`config.mk`:
```
export PLATFORM = sky130hd
export DESIGN_NAME = fft_out_serializer
export DESIGN_NICKNAME = d
export VERILOG_FILES = /design/src/rtl/fft_pkg.sv /design/src/rtl/fft_pair_fifo.sv /design/src/rtl/fft_out_serializer.sv
export SDC_FILE = /design/constraint.sdc
export NUM_CORES = 1
export LEC_CHECK = 0
export CELL_PAD_IN_SITES_DETAIL_PLACEMENT = 1
export CELL_PAD_IN_SITES_GLOBAL_PLACEMENT = 2
export CORE_MARGIN = 1.5
export CORE_UTILIZATION = 41
export DETAILED_ROUTE_END_ITERATION = 10
export PLACE_DENSITY = 0.78
export SETUP_SLACK_MARGIN = 0.05
export SLEW_MARGIN = 20
export SYNTH_ARGS = -nofsm -noshare
export SYNTH_HDL_FRONTEND = slang
export SYNTH_SLANG_ARGS = --single-unit
export TNS_END_PERCENT = 20
```
`constraint.sdc`:
```
create_clock -name i_clk -period 6.6 [get_ports i_clk]
set_clock_uncertainty 0.05 [all_clocks]
set_input_delay 1.32 -clock i_clk [delete_from_list [all_inputs] [get_ports i_clk]]
set_output_delay 1.32 -clock i_clk [all_outputs]
set_load 0.02 [all_outputs]
```
`src/rtl/fft_pkg.sv`:
```
// fft_pkg
//  Shared constants, types and helpers for the fftmain output serializer.
//  OWIDTH : bits per real/imag component produced by fftmain
//  LGN    : log2 of the FFT size
//  cplx_t : {re, im}, both signed OWIDTH bits (re in the upper half)
//  pair_t : {first, l, r}; one FIFO entry holding an even/odd bin pair
//  cplx_mag() : |re| + |im| as an unsigned OWIDTH+1 bit value, saturating

package fft_pkg;

    localparam int OWIDTH = 19;
    localparam int LGN    = 12;

    typedef struct packed {
        logic signed [OWIDTH-1:0] re;
        logic signed [OWIDTH-1:0] im;
    } cplx_t;

    typedef struct packed {
        logic  first;   // pair carries bins 0/1 of a frame
        cplx_t l;       // even bin 2k
        cplx_t r;       // odd bin 2k+1
    } pair_t;

    // Each component is widened by one bit before negation so the most
    // negative input maps to +2^(OWIDTH-1) instead of wrapping.
    function automatic logic [OWIDTH:0] cplx_mag(input cplx_t c);
        logic [OWIDTH:0]   re_x;
        logic [OWIDTH:0]   im_x;
        logic [OWIDTH:0]   re_a;
        logic [OWIDTH:0]   im_a;
        logic [OWIDTH+1:0] sum;
        re_x = {c.re[OWIDTH-1], c.re};
        im_x = {c.im[OWIDTH-1], c.im};
        re_a = re_x[OWIDTH] ? (~re_x + (OWIDTH+1)'(1)) : re_x;
        im_a = im_x[OWIDTH] ? (~im_x + (OWIDTH+1)'(1)) : im_x;
        sum  = {1'b0, re_a} + {1'b0, im_a};
        cplx_mag = sum[OWIDTH+1] ? {(OWIDTH+1){1'b1}} : sum[OWIDTH:0];
    endfunction

endpackage

```
`src/rtl/fft_pair_fifo.sv`:
```
// fft_pair_fifo
//  Small register-based synchronous FIFO of pair_t entries with a
//  combinational head, so a pair pushed on one edge is visible on the
//  next cycle. Push when full and pop when empty are ignored.
//  i_clk, i_reset_n : clock, async active-low reset (clears pointers/count)
//  i_push, i_data   : write request and entry
//  i_pop            : remove the head entry
//  o_head           : current head entry (undefined while empty)
//  o_count          : occupancy in entries, 0..DEPTH
//  o_empty          : occupancy is zero

module fft_pair_fifo
    import fft_pkg::*;
#(
    parameter int LGDEPTH = 2
) (
    input  logic             i_clk,
    input  logic             i_reset_n,
    input  logic             i_push,
    input  pair_t            i_data,
    input  logic             i_pop,
    output pair_t            o_head,
    output logic [LGDEPTH:0] o_count,
    output logic             o_empty
);

    localparam int DEPTH = 1 << LGDEPTH;
    localparam logic [LGDEPTH:0] DEPTH_CNT = (LGDEPTH+1)'(DEPTH);

    pair_t               slot_q [DEPTH];
    logic [LGDEPTH-1:0]  wr_ptr_reg;
    logic [LGDEPTH-1:0]  rd_ptr_reg;
    logic [LGDEPTH:0]    count_reg;
    logic                do_push;
    logic                do_pop;

    assign o_empty = (count_reg == '0);
    assign do_push = i_push && (count_reg != DEPTH_CNT);
    assign do_pop  = i_pop && !o_empty;
    assign o_count = count_reg;
    assign o_head  = slot_q[rd_ptr_reg];

    // Storage slots carry no reset: the data is only looked at while the
    // occupancy says the slot holds a live entry.
    for (genvar gi = 0; gi < DEPTH; gi++) begin : g_slot
        pair_t slot_reg;
        always_ff @(posedge i_clk) begin
            if (do_push && (wr_ptr_reg == LGDEPTH'(gi))) begin
                slot_reg <= i_data;
            end
        end
        assign slot_q[gi] = slot_reg;
    end

    always_ff @(posedge i_clk or negedge i_reset_n) begin
        if (!i_reset_n) begin
            wr_ptr_reg <= '0;
            rd_ptr_reg <= '0;
            count_reg  <= '0;
        end else begin
            if (do_push) begin
                wr_ptr_reg <= wr_ptr_reg + LGDEPTH'(1);
            end
            if (do_pop) begin
                rd_ptr_reg <= rd_ptr_reg + LGDEPTH'(1);
            end
            case ({do_push, do_pop})
                2'b10:   count_reg <= count_reg + (LGDEPTH+1)'(1);
                2'b01:   count_reg <= count_reg - (LGDEPTH+1)'(1);
                default: count_reg <= count_reg;
            endcase
        end
    end

endmodule

```
`src/rtl/fft_out_serializer.sv`:
```
// fft_out_serializer
//  Takes the two-bins-per-clock output of fftmain and re-emits one complex
//  bin per clock on a valid/ready stream, with bin index, frame-last flag
//  and |re|+|im| magnitude. The FFT clock enable is throttled so the pair
//  FIFO can never overflow and no bin is lost under backpressure.
//  i_clk, i_reset_n  : clock, async active-low reset
//  i_en              : run enable; low freezes the FFT core
//  o_fft_ce          : clock enable to fftmain
//  i_left/i_right    : {re,im} of even / odd bin, i_sync marks bins 0/1
//  o_valid/i_ready   : output handshake
//  o_data, o_bin     : current bin {re,im} and its index
//  o_last            : o_bin is N-1
//  o_mag             : |re|+|im|
//  o_sync_err        : sticky, a sync pair arrived mid-frame after lock

module fft_out_serializer
    import fft_pkg::*;
#(
    parameter int FIFO_LGDEPTH = 2
) (
    input  logic                i_clk,
    input  logic                i_reset_n,
    input  logic                i_en,
    output logic                o_fft_ce,
    input  logic [2*OWIDTH-1:0] i_left,
    input  logic [2*OWIDTH-1:0] i_right,
    input  logic                i_sync,
    output logic                o_valid,
    input  logic                i_ready,
    output logic [2*OWIDTH-1:0] o_data,
    output logic [LGN-1:0]      o_bin,
    output logic                o_last,
    output logic [OWIDTH:0]     o_mag,
    output logic                o_sync_err
);

    localparam int DEPTH = 1 << FIFO_LGDEPTH;

    pair_t                   in_pair;
    pair_t                   head;
    logic [FIFO_LGDEPTH:0]   used;
    logic                    empty;
    logic [FIFO_LGDEPTH+1:0] committed;

    logic                    run_reg;
    logic                    ce_d_reg;
    logic                    locked_reg;
    logic                    sync_err_reg;
    logic                    half_reg;
    logic [LGN-2:0]          pair_cnt_reg;
    logic [LGN-1:0]          bin_reg;

    logic                    push;
    logic                    pop;
    logic                    accept;
    logic [LGN-1:0]          cur_bin;
    cplx_t                   cur_data;

    // A pair requested by ce lands one clock later, so the pair still in
    // flight (ce_d) already owns a FIFO slot when deciding the next enable.
    assign committed = {1'b0, used} + (FIFO_LGDEPTH+2)'(ce_d_reg);
    assign o_fft_ce  = run_reg && i_en && (committed < (FIFO_LGDEPTH+2)'(DEPTH));

    // Pairs seen before the first sync belong to an unknown frame position
    // and are discarded.
    assign push = ce_d_reg && (locked_reg || i_sync);

    always_comb begin
        in_pair       = '0;
        in_pair.first = i_sync;
        in_pair.l     = i_left;
        in_pair.r     = i_right;
    end

    fft_pair_fifo #(
        .LGDEPTH (FIFO_LGDEPTH)
    ) u_fifo (
        .i_clk     (i_clk),
        .i_reset_n (i_reset_n),
        .i_push    (push),
        .i_data    (in_pair),
        .i_pop     (pop),
        .o_head    (head),
        .o_count   (used),
        .o_empty   (empty)
    );

    // Output stage: the head pair is presented as two consecutive bins,
    // and only retired once its odd half has been accepted.
    assign o_valid  = !empty;
    assign accept   = o_valid && i_ready;
    assign pop      = accept && half_reg;
    assign cur_data = half_reg ? head.r : head.l;
    assign cur_bin  = (head.first && !half_reg) ? '0 : bin_reg + LGN'(1);

    assign o_data     = o_valid ? cur_data : '0;
    assign o_bin      = o_valid ? cur_bin : '0;
    assign o_last     = o_valid && (cur_bin == {LGN{1'b1}});
    assign o_mag      = o_valid ? cplx_mag(cur_data) : '0;
    assign o_sync_err = sync_err_reg;

    always_ff @(posedge i_clk or negedge i_reset_n) begin
        if (!i_reset_n) begin
            run_reg      <= 1'b0;
            ce_d_reg     <= 1'b0;
            locked_reg   <= 1'b0;
            sync_err_reg <= 1'b0;
            half_reg     <= 1'b0;
            pair_cnt_reg <= '0;
            bin_reg      <= '0;
        end else begin
            run_reg  <= 1'b1;
            ce_d_reg <= o_fft_ce;
            if (push) begin
                locked_reg <= 1'b1;
                if (i_sync) begin
                    // A sync is only expected where the pair count wrapped.
                    if (locked_reg && (pair_cnt_reg != '0)) begin
                        sync_err_reg <= 1'b1;
                    end
                    pair_cnt_reg <= (LGN-1)'(1);
                end else begin
                    pair_cnt_reg <= pair_cnt_reg + (LGN-1)'(1);
                end
            end
            if (accept) begin
                half_reg <= !half_reg;
                bin_reg  <= cur_bin;
            end
        end
    end

endmodule

```
==> flow_metrics.env <==
export IMPL_critPathRequiredTime_ns=5.23
export IMPL_rows=72
export IMPL_seq_area_frac_synth=0.621
export IMPL_drive_above_1_share=0.161
export IMPL_crit_fanout=48
export IMPL_slew_headroom=0.313
export IMPL_synth_top_family_by_area="multiplexers"
export IMPL_setup_violations=0
export IMPL_synth_mux_area_frac=0.137
export IMPL_dp_final_hpwl_mm=30.4
export IMPL_clkTransAtPathRegs_ns=0.06
export IMPL_nFillCells=3854
export IMPL_synth_seq_cells=343
export IMPL_nNetsFinal=1426
export IMPL_criticalPathCategory="reg -> out"
export IMPL_syn_to_final_growth_pct=21.7
export IMPL_synth_cell_types=77
export IMPL_max_stage_delay_ns=0.63
export IMPL_crit_family="buffers and inverters"
export IMPL_grt_use_met2=0.340
export IMPL_start_util=0.419
export IMPL_synth_ff_type="edfxtp_1"
export IMPL_period_share=0.952
export IMPL_largest_reg_flops=308
export IMPL_rsz0062_at_grt="yes"
export IMPL_die_y_microns=202
export IMPL_firstDrtPassIters=4
export IMPL_totalWireLength_mm=43.0
export IMPL_grtUsageMet3=0.0361
export IMPL_hp_class="reg -> reg"
export IMPL_yosys_top_cells_area="edfxtp_1 57%, mux4_2 9.1%, dfrtp_1 5.4%"
export IMPL_critPathCaptureType="output pin"
export IMPL_synth_top_area_cell="edfxtp_1"
export IMPL_cts_buffers=35
export IMPL_via_per_inst=5.51
export IMPL_htreeDepth=2
export IMPL_synthSimpleGateAreaFrac=0.0854
export IMPL_setup_ws_ns=0.317
export IMPL_synthXorXnorAreaFrac=0.0370
export IMPL_cts_root_buf="clkbuf_16"
export IMPL_cts_tree="yes"
export IMPL_die_x_microns=202
export IMPL_cp_common_cell="a21oi_1"
export IMPL_synth_edf_count=308
export IMPL_antenna_found_initial=3
export IMPL_max_freq_mhz=159
export IMPL_crit_arrival_ns=4.91
export IMPL_antenna_left=0
export IMPL_netlist_instances=1123
export IMPL_grt_usage=0.211
export IMPL_busiest_layer="met2"
export IMPL_drc=0
export IMPL_ys_top_cells_by_count="308 x edfxtp_1, 107 x nor2_1, 66 x mux4_2"
export IMPL_synth_warnings=0
export IMPL_async_reset_ff_frac=0.102
export IMPL_pin_count=155
export IMPL_pre_cts_ws_ns=0.115
export IMPL_io_buffers=154
export IMPL_period_minus_slack_ns=6.28
export IMPL_fin_util=0.510
export IMPL_worstMarginPinSlew_ns=1.03
export IMPL_wl_per_cell_microns=23.2
export IMPL_synth_top_area_frac=0.567
export IMPL_grt_max_degree=69
export IMPL_insertion_delay_ns=0.52
export IMPL_core_sq_um=38900
export IMPL_grt_pass1_wl_mm=66.2
export IMPL_crit_chain="buf_4 -> buf_16 -> mux4_2 -> mux2i_2 -> buf_12 -> nor2_1 -> a21oi_2 -> ha_1 -> a211oi_2 -> o21ai_1 -> a21oi_1 -> o21bai_1 -> a31oi_1 -> xor2_1 -> a21oi_1 -> clkdlybuf4s50_1"
export IMPL_drv_slew=0
export IMPL_synth_compound_area_share=0.0697
export IMPL_hold_viol_final=0
export IMPL_stdcell_count=1855
export IMPL_globalRouteOverflowTotal=0
export IMPL_syn_avg_cell_area_sq_um=14.5
export IMPL_grt_pass1_vias=10900
export IMPL_worst_setup_path_start_kind="flip-flop"
export IMPL_clkSinkCount=343
export IMPL_dp_cells=1786
export IMPL_cp_slowest_cell="clkdlybuf4s50_1"
export IMPL_cap_violations=0
export IMPL_via_count=10200
export IMPL_synthAdderAreaFrac=0.0255
export IMPL_status="completed"
export IMPL_synth_most_common_cell="edfxtp_1"
export IMPL_cts_max_path_buffers=3
export IMPL_globalplace_congestion=0.865
export IMPL_die_area_sq_um=41000
export IMPL_initialDrtViolationCount=530
export IMPL_met1_usage=0.295
export IMPL_netlist_area_sq_um=16300
export IMPL_worst_path_buf_inv=4
## cell type report
class / count / area [sq um] / area share
tap: 518 / 648 / 0.0327
clock buffer: 47 / 973 / 0.0490
clock inverter: 13 / 77.6 / 0.00391
timing repair buffer: 204 / 2000 / 0.101
multi-input combinational: 700 / 5910 / 0.298
sequential: 343 / 10100 / 0.511
antenna: 1 / 2.50 / 0.000126
inverter: 29 / 109 / 0.00548
## per-layer routing
layer  up-vias  wire length [microns]
met1      5189                  19400
met4         4                   1090
met2       245                  20500
met5         -                     30
li1       4714                      -
met3        67                   2010
## worst paths after layout
| kind | startpoint | to | slack [ns] | depth (start not counted) |
|---|---|---|---|---|
| worst max-delay path | u_fifo.rd_ptr_reg[0]$_DFFE_PN0P_ | o_mag[9] | 0.32 | 16 |
| worst min-delay path | o_sync_err$_DFFE_PN0P_ | o_sync_err$_DFFE_PN0P_ | 0.43 | 1 |
| worst max register to register | ce_d_reg$_DFF_PN0_ | u_fifo.g_slot[1].slot_reg[75]$_DFFE_PP_ | 3.67 | 4 |
| worst min register to register | o_sync_err$_DFFE_PN0P_ | o_sync_err$_DFFE_PN0P_ | 0.43 | 1 |
| max in group asynchronous | i_reset_n | half_reg$_DFFE_PN0P_ | 4.93 | 2 |
| min in group asynchronous | i_reset_n | bin_reg[10]$_DFFE_PN0P_ | 1.17 | 2 |
## logic make-up (layout without fill, tap and decap cells)
family	after synthesis	count (layout)
muxes	136	136
and+or+nand+nor	282	282
buffers and inverters	81	293
xor gates and xnor gates	69	69
DFF	343	343
adders and majority gates	32	32
other	2	4
AOI/OAI and AO/OA	178	178
## through the flow
| step | instance area, sq um | TNS, ns | hold slack [ns] |
|---|---|---|---|
| floorplan | 16300 | 0 | 0.400 |
| global placement | 18600 | 0 | 0.411 |
| detailed placement | 18600 | 0 | 0.423 |
| global route | 19800 | 0 | 0.474 |
| CTS | 19700 | -0.144 | 0.439 |
| finish | 19800 | 0 | 0.430 |
## timing repair
item,in CTS,in global routing
setup buffers,4,3
pin swaps,0,1
hold buffers,0,0
endpoints found under the setup margin,12,13
gates resized for setup,21,30
## worst register-to-register path: cells and delay by family, from the launching register on
| kind | cells | cell delay [ns] |
|---|---|---|
| AO/OA/AOI/OAI | 2 | 0.74 |
| AND/OR/NAND/NOR | 1 | 0.88 |
| flip-flops | 1 | 0.43 |
| buffers and inverters | 1 | 0.48 |
## cell usage in the layout, fill, tap and decap left out, types with 9 or more instances in the layout
cell type	synthesis	layout
edfxtp_1	308	308
clkdlybuf4s50_1	0	143
nor2_1	107	107
mux4_2	66	66
mux2i_1	62	60
a21oi_1	57	54
nand2_1	44	44
buf_4	4	40
xnor2_1	39	39
clkbuf_16	0	37
dfrtp_1	35	32
xor2_1	30	30
o21ai_0	29	28
ha_1	30	27
nor3_1	28	26
inv_1	26	26
nand3_1	20	20
a31oi_1	11	11
o21ai_1	9	10
clkinv_1	0	10
o31ai_1	10	9
nand4_1	9	9
clkbuf_1	18	9
Power is not shown: default switching activity piles up to over one toggle a cycle in this logic, so the estimate is an artifact.
